==> src/rtl/io_port_bank.sv <==
// Multi-channel I/O port bank for the Mini SRC datapath: capture registers with
// valid/ack on the IN side, per-channel FIFOs with valid/ready on the OUT side.
module io_port_bank #(
    parameter int DATA_W    = 32,
    parameter int NUM_IN    = 2,
    parameter int NUM_OUT   = 2,
    parameter int OUT_DEPTH = 4,
    parameter int SEL_W     = 4
) (
    input  logic                      clock,
    input  logic                      clear,
    input  logic [DATA_W-1:0]         bus_in,
    input  logic                      e_OutPort,
    input  logic                      e_InPort,
    input  logic [SEL_W-1:0]          port_sel,
    output logic [DATA_W-1:0]         in_data,
    output logic                      in_valid,
    input  logic [NUM_IN*DATA_W-1:0]  ext_in_data,
    input  logic [NUM_IN-1:0]         ext_in_strobe,
    output logic [NUM_IN-1:0]         ext_in_ack,
    output logic [NUM_OUT*DATA_W-1:0] ext_out_data,
    output logic [NUM_OUT-1:0]        ext_out_valid,
    input  logic [NUM_OUT-1:0]        ext_out_ready
);
    localparam int PTR_W = (OUT_DEPTH > 1) ? $clog2(OUT_DEPTH) : 1;
    localparam int CNT_W = PTR_W + 1;

    logic                     status_sel_s;
    logic                     status_rd_s;
    logic [NUM_IN-1:0]        in_sel_s;
    logic [NUM_IN-1:0]        in_valid_s;
    logic [NUM_IN*DATA_W-1:0] in_masked_s;
    logic [NUM_OUT-1:0]       full_s;
    logic [NUM_OUT-1:0]       ovf_s;
    logic [DATA_W-1:0]        status_s;
    logic [DATA_W-1:0]        in_or_s;

    assign status_sel_s = (port_sel == {SEL_W{1'b1}});
    assign status_rd_s  = e_InPort & status_sel_s;

    generate
        for (genvar i = 0; i < NUM_IN; i++) begin : g_in
            logic [DATA_W-1:0] data_r;
            logic              valid_r;
            logic              ack_r;
            logic              cap_s;
            logic              rd_s;

            // The ack term keeps a slow device from being captured twice.
            assign in_sel_s[i] = (port_sel == SEL_W'(i));
            assign cap_s       = ext_in_strobe[i] & ~valid_r & ~ack_r;
            assign rd_s        = e_InPort & in_sel_s[i];
            assign in_valid_s[i] = valid_r;
            assign ext_in_ack[i] = ack_r;
            assign in_masked_s[i*DATA_W +: DATA_W] = data_r & {DATA_W{in_sel_s[i]}};

            // Capture register, unread flag and one-cycle ack pulse.
            always_ff @(posedge clock or posedge clear) begin
                if (clear) begin
                    data_r  <= {DATA_W{1'b0}};
                    valid_r <= 1'b0;
                    ack_r   <= 1'b0;
                end else begin
                    ack_r <= cap_s;
                    if (cap_s) begin
                        data_r  <= ext_in_data[i*DATA_W +: DATA_W];
                        valid_r <= 1'b1;
                    end else if (rd_s) begin
                        valid_r <= 1'b0;
                    end else begin
                        valid_r <= valid_r;
                    end
                end
            end
        end

        for (genvar j = 0; j < NUM_OUT; j++) begin : g_out
            logic [DATA_W-1:0] mem_r [OUT_DEPTH];
            logic [PTR_W-1:0]  wr_ptr_r;
            logic [PTR_W-1:0]  rd_ptr_r;
            logic [CNT_W-1:0]  count_r;
            logic              ovf_r;
            logic              nonempty_s;
            logic              full_l_s;
            logic              pop_s;
            logic              push_req_s;
            logic              push_s;

            assign nonempty_s = (count_r != {CNT_W{1'b0}});
            assign full_l_s   = (count_r == CNT_W'(OUT_DEPTH));
            assign pop_s      = nonempty_s & ext_out_ready[j];
            assign push_req_s = e_OutPort & (port_sel == SEL_W'(j));
            // A pop in the same cycle frees the slot the push lands in.
            assign push_s     = push_req_s & (~full_l_s | pop_s);

            assign full_s[j]        = full_l_s;
            assign ovf_s[j]         = ovf_r;
            assign ext_out_valid[j] = nonempty_s;
            assign ext_out_data[j*DATA_W +: DATA_W] =
                nonempty_s ? mem_r[rd_ptr_r] : {DATA_W{1'b0}};

            // FIFO storage; contents are never visible while count_r is zero.
            always_ff @(posedge clock) begin
                if (push_s) begin
                    mem_r[wr_ptr_r] <= bus_in;
                end
            end

            // Pointers, occupancy and sticky overflow (a new overflow beats read-to-clear).
            always_ff @(posedge clock or posedge clear) begin
                if (clear) begin
                    wr_ptr_r <= {PTR_W{1'b0}};
                    rd_ptr_r <= {PTR_W{1'b0}};
                    count_r  <= {CNT_W{1'b0}};
                    ovf_r    <= 1'b0;
                end else begin
                    if (push_s) begin
                        wr_ptr_r <= wr_ptr_r + PTR_W'(1);
                    end
                    if (pop_s) begin
                        rd_ptr_r <= rd_ptr_r + PTR_W'(1);
                    end
                    case ({push_s, pop_s})
                        2'b10:   count_r <= count_r + CNT_W'(1);
                        2'b01:   count_r <= count_r - CNT_W'(1);
                        default: count_r <= count_r;
                    endcase
                    ovf_r <= (push_req_s & full_l_s & ~pop_s) | (ovf_r & ~status_rd_s);
                end
            end
        end
    endgenerate

    // OR of the channel words; at most one is unmasked by port_sel.
    always_comb begin
        in_or_s = {DATA_W{1'b0}};
        for (int i = 0; i < NUM_IN; i++) begin
            in_or_s = in_or_s | in_masked_s[i*DATA_W +: DATA_W];
        end
    end

    // Status word: valid bits lowest, then full, then overflow.
    always_comb begin
        status_s = {DATA_W{1'b0}};
        status_s[NUM_IN-1:0]                = in_valid_s;
        status_s[NUM_IN +: NUM_OUT]         = full_s;
        status_s[NUM_IN+NUM_OUT +: NUM_OUT] = ovf_s;
    end

    assign in_data  = status_sel_s ? status_s : in_or_s;
    assign in_valid = |(in_valid_s & in_sel_s);

endmodule
==> config.mk <==
export PLATFORM = sky130hd
export DESIGN_NAME = io_port_bank
export DESIGN_NICKNAME = d
export VERILOG_FILES = /design/src/rtl/io_port_bank.sv
export SDC_FILE = /design/constraint.sdc
export NUM_CORES = 1
export LEC_CHECK = 0
export BUFFER_PORTS_ARGS = -buffer_cell sky130_fd_sc_hd__buf_2
export CORE_MARGIN = 3
export CORE_UTILIZATION = 35
export CTS_BUF_LIST = sky130_fd_sc_hd__clkbuf_8
export CTS_CLUSTER_SIZE = 12
export DETAILED_ROUTE_END_ITERATION = 8
export GPL_TIMING_DRIVEN = 0
export PLACE_DENSITY = 0.56
export SLEW_MARGIN = 20
export SYNTH_ARGS = -nofsm -noshare
export SYNTH_HDL_FRONTEND = slang
export SYNTH_SLANG_ARGS = --single-unit
==> constraint.sdc <==
create_clock -name clock -period 2.4 [get_ports clock]
set_clock_uncertainty 0.1 [all_clocks]
set_input_delay 0.24 -clock clock [delete_from_list [all_inputs] [get_ports clock]]
set_output_delay 0.24 -clock clock [all_outputs]
set_load 0.03 [all_outputs]
# [Word level (Yosys, flattened, before mapping)]
# Memories as Yosys holds them, arrays and structs flattened.
# Cells that the tools add are included.
# Widths: inputs -> output; s select.
[totals] wordCells=89 reg_bits=84 memories=2 mem_bits_rw=256 in_bits=108 out_inout_bits=101
[op_classes] muxes=13 n_addsub=8 reduce_logical=8 n_eq_ne=8 bitwise_logic=36
[memory_table] memory="g_out[0].mem_r" depth=4 width=32 read_ports=1 rd_clocked_by_memory_dff=0 wr=1 line_no="78" source="logic [DATA_W-1:0] mem_r [OUT_DEPTH];"
[memory_table] memory="g_out[1].mem_r" depth=4 width=32 read_ports=1 rd_clocked_by_memory_dff=0 wr=1 line_no="78"
[op_table] op="$mux 32" n=3
[op_table] op="$and 32x32->32" n=2
[op_table] op="$or 32x32->32" n=1
[op_table] op="$and 1x1->1" n=19
[op_table] op="$pmux 3 s2" n=2
[op_table] op="$not 1->1" n=9
[op_table] op="$add 2x1->2 const B" n=4
[op_table] op="$mux 1" n=8
[op_table] op="$reduce_bool 2->1" n=4
[op_table] op="$add 3x1->3 const B" n=2
[op_table] op="$eq 3x3->1 const B" n=2
[op_table] op="$reduce_bool 3->1" n=2
[op_table] op="$sub 3x1->3 const B" n=2
[op_table] op="$eq 2x1->1 const B" n=2
[op_table] op="$eq 2x2->1 const B" n=2
[op_table] op="$eq 4x1->1 const B" n=1
[op_table] op="$eq 4x4->1 const B" n=1
[op_table] op="$logic_not 4->1" n=1
[op_table] op="$or 1x1->1" n=4
[op_table] op="$and 2x2->2" n=1
[op_table] op="$reduce_or 2->1" n=1

# [Logic depth before layout (Yosys ltp)]
[logic_depth] ltp_word=6 mapped_depth=10 ltp_nobuf=10

# [Least setup slack after synthesis]
# No wires, ideal clock.
[synth_timing] kind="input to register" from="input port port_sel[1]" to="memory g_out[1].mem_r[0][0], enable pin" t_arrival_ns=1.772 stages=4 setup_time_ns=0.392 path_buffers=0 required_ns=1.908 setup_slack_ns=0.135 cell_sequence="nor4b_4 -> nand2_2 -> nor2_4 -> and2_1"
[synth_via] elab_chain_len=5
[synth_rtl] item="start, declared" line_no="15" source="input logic [SEL_W-1:0] port_sel,"
[synth_rtl] item="$eq 4x1->1" line_no="92" source="assign push_req_s = e_OutPort & (port_sel == SEL_W'(j));"
[synth_rtl] item="$and 1x1->1" line_no="92"
[synth_rtl] item="$and 1x1->1" line_no="94" source="assign push_s = push_req_s & (~full_l_s | pop_s);"
[synth_rtl] item="$mux 1" line_no="104" source="if (push_s) begin"
[synth_rtl] item="$mux 1 (not written as such)" line_no="105" source="mem_r[wr_ptr_r] <= bus_in;"
[synth_rtl] item="end, declared" line_no="78"
# Every way passes these cells.

# [Final worst setup path]
[layout_timing] from="register g_out[1].rd_ptr_r[0]" to="output port ext_out_data[51]"
[layout_via] elab_chain_len=2
[layout_rtl] item="start, declared" line_no="80" source="logic [PTR_W-1:0] rd_ptr_r;"
[layout_rtl] item="start signal, assigned" line_no="113" source="rd_ptr_r <= {PTR_W{1'b0}};"
[layout_rtl] item="start signal, assigned" line_no="121" source="rd_ptr_r <= rd_ptr_r + PTR_W'(1);"
[layout_rtl] item="$mem_v2 4x32"
[layout_rtl] item="$mux 32" line_no="100" source="nonempty_s ? mem_r[rd_ptr_r] : {DATA_W{1'b0}};"
[layout_rtl] item="end, declared" line_no="21" source="output logic [NUM_OUT*DATA_W-1:0] ext_out_data,"
# Every way passes these cells.

==> results.cfg <==
[clocking]
clk_pin_slew_worst_paths_ps = 60
cts_max_level = 2
cts-buffers-inserted = 58
clock-sinks = 340
worstSkewPairLatency_ps = 640
clock_tree_from_tritoncts = built
ctsLongestPathBuffers = 3
cts_root_buffer = clkbuf_8

[cells_and_area]
layout_common_cells = edfxtp_1, buf_2, dlygate4sd3_1, dfrtp_1, buf_6
drive_above_1_share_pct = 48.9
fin_cells = 1670
layout-area-overhead-vs-synth_pct = 37.7
fin_area_sq_um = 18800
nets = 1230
commonest_non_fill_non_tap_cell_in_the_layout = edfxtp_1

[global_route]
grt_start_max_net_pins = 28
antenna_found_initial = 2
grt_overflow_total = 0
wire_length_of_the_first_global_routing_pass_mm = 53.5
grt_pass1_vias = 8907
grt_util_all_layers_pct = 17.1

[worst_hold_path]
min_delay_worst_type = in2reg
hold_start = e_OutPort

[power]
power_per_cell_area_nw_per_um2 = 1140
leakagePower_nw = 7.28
p_total_mw = 21.4
peakVddDrop_mv = 0.863

[timing]
upper_clock_frequency_limit_mhz = 398
fin_hold_ws_ps = 69.6
pnr_worst_setup_slack_ps = -112
timing.final.hold_violations = 0
final-max-slew-violation-count = 0
rsz_0062_raised_after_global_routing = true
final_period_util_pct = 105
worst-slew-pin-transition_ps = 607
maxSlewHeadroom_pct = 59.6
setup-violations-final = 60
fin_crit_ps = 2510

[die]
placeableCoreArea_sq_um = 38000
horizontal_die_dimension_microns = 203
placement_rows = 71
design.die.area_sq_um = 41400
io_pins = 209
die_height_microns = 203
floorplan.initialDensity_pct = 35.9

[synthesis]
ys_seq_area_share_pct = 71.8
synthesis.instances = 705
synthesis.nets = 824
count_of_state_elements_after_synthesis = 340
synthesis.area_sq_um = 13600
synthesis.yosys.warnings = 0
post_synth.cell_area_avg_sq_um = 19.3
netlist-cell-type-count = 45

[placed_design]
dp_hpwl_mm = 21.4
dp_cells = 1433
gp_routability_congestion = 0.740
placed_area_sq_um = 15600
place.port_buffers = 206

[worst_setup_path]
crit_path_cell_trace = buf_12, buf_12, buf_16, mux4_2, and2_4, buf_6
most_frequent_cell_on_critical_path = buf_12
critical_path.max_stage_delay_ps = 490
timing_worst_setup_path_type = reg2out
crit_path_max_fanout = 8
worst_setup_path_start_kind = register
startpoint = g_out[1].rd_ptr_r[0]$_DFFE_PP0P_
worst_setup_path_end_kind = output pin
cp_slowest_cell = mux4_2
required_ps = 2060
critical_path_arrival_ps = 2170
reg2reg_from = g_out[0].count_r[1]$_DFFE_PP0P_

[route]
drt.antenna.violating_nets = 0
wire_per_inst_microns = 20.8
drt-initial-drc-count = 368
routed_wirelength_mm = 34.7
detailroute.via_count = 8061
vias_per_cell = 4.83
detail_route.drc_violations = 0
total_iterations_of_the_first_detailed_routing_run = 4

[run_status]
failed_checks = setup timing
status = finished, violations left

[run]
reported_max_cap_violation_count = 0
-- sequential cells by signal, indices dropped and copies added (netlist names) --
signal / cells
g_out.rd_ptr_r: 4
g_in.valid_r: 2
g_in.data_r: 64
g_in.ack_r: 2
g_out.wr_ptr_r: 4
g_out.ovf_r: 2
g_out.mem_r: 256
g_out.count_r: 6
-- per-layer routing --
metal	wire length [microns]	global-route usage, %
met1	15600	23.8
met5	13	0
met2	16500	26.9
met4	703	4.92
met3	1910	4.25
-- area by class of cell --
| cell class | count | area (sq um) |
|---|---|---|
| Inverter | 16 | 63.8 |
| Tap cell | 511 | 639 |
| Clock inverter | 45 | 258 |
| Buffer | 41 | 384 |
| Fill cell | 3276 | 19200 |
| Timing Repair Buffer | 347 | 3030 |
| Antenna cell | 1 | 2.50 |
| Sequential cell | 340 | 9790 |
| Clock buffer | 62 | 853 |
| Multi-Input combinational cell | 307 | 3760 |
-- final timing paths --
check,to,slack (ps),cells past startpoint
min in group asynchronous,g_in[1].data_r[2]$_DFFE_PP0P_,90,3
max in group asynchronous,g_in[1].data_r[13]$_DFFE_PP0P_,1460,5
worst max-delay path,ext_out_data[51],-110,6
worst max register to register,g_out[0].count_r[2]$_DFFE_PP0P_,130,10
worst min-delay path,g_out[0].ovf_r$_DFF_PP0_,70,2
worst min register to register,g_in[1].data_r[0]$_DFFE_PP0P_,390,1
-- repair_timing --
| action | in CTS | in global routing |
|---|---|---|
| gates cloned | 2 | 0 |
| hold endpoints to repair | 386 | 0 |
| endpoints found under the setup margin | 69 | 184 |
| hold buffers | 101 | 0 |
| pin swaps | 8 | 13 |
| buffers inserted | 15 | 15 |
| resized for setup | 247 | 16 |
-- worst max-delay path, delay by kind of cell (launching register included) --
family	cells	cell delay, ps
buf+inv	4	530
flops	1	370
simple gates	1	170
mux	1	490
-- through the flow --
| stage | setup WS [ps] | utilization [%] | TNS (ps) |
|---|---|---|---|
| final | -112 | 49.4 | -3670 |
| after detailed placement | -363 | 41.0 | -28560 |
| after global routing | -226 | 49.4 | -10830 |
| after floorplan | 135 | - | 0 |
| after global placement | -1230 | 40.3 | -291970 |
| after CTS | -199 | 49.0 | -15170 |
-- kinds of logic after synthesis --
kind of cell | synth area share [%]
mux | 16.1
buf+inv | 2.13
fa+ha+maj | 1.12
flops | 71.8
compound gates | 3.00
xor+xnor | 0.642
simple gates | 5.22
-- synth_stat cells, drive strengths merged --
cell     number  share of area [%]
and2         75                3.4
edfxtp      256                 56
and4          2               0.13
a221oi        1               0.11
a32oi         1              0.064
buf          28                1.3
ha            9               0.83
or3           1              0.046
nand4         1              0.046
nand3         5               0.18
nand2        11               0.32
xor2          3               0.19
a32o          1              0.073
a2bb2oi       1              0.064
o211ai        1              0.055
a31oi         1              0.046
mux4         64                 11
a41oi         1              0.064
nor3b         2               0.18
clkbuf       14               0.39
a21oi         1              0.037
a21boi        1              0.055
a22o         28                1.8
nor4b         2               0.28
a221o         1              0.073
xnor2         7               0.45
nor4          2               0.25
dfrtp        84                 15
o22ai         1              0.046
mux2         66                5.5
mux2i         1              0.073
fa            2               0.29
nand3b        1              0.055
a21o          4               0.22
nor2          5               0.25
inv          16               0.44
nor3          1              0.037
a222oi        4               0.29
-- report_power, final --
part	internal (mW)	total [mW]	switching, mW
clock	2.61	4.99	2.38
combinational	4.65	8.87	4.22
sequential	7.10	7.54	0.436
(Power assumes the default switching activity.)
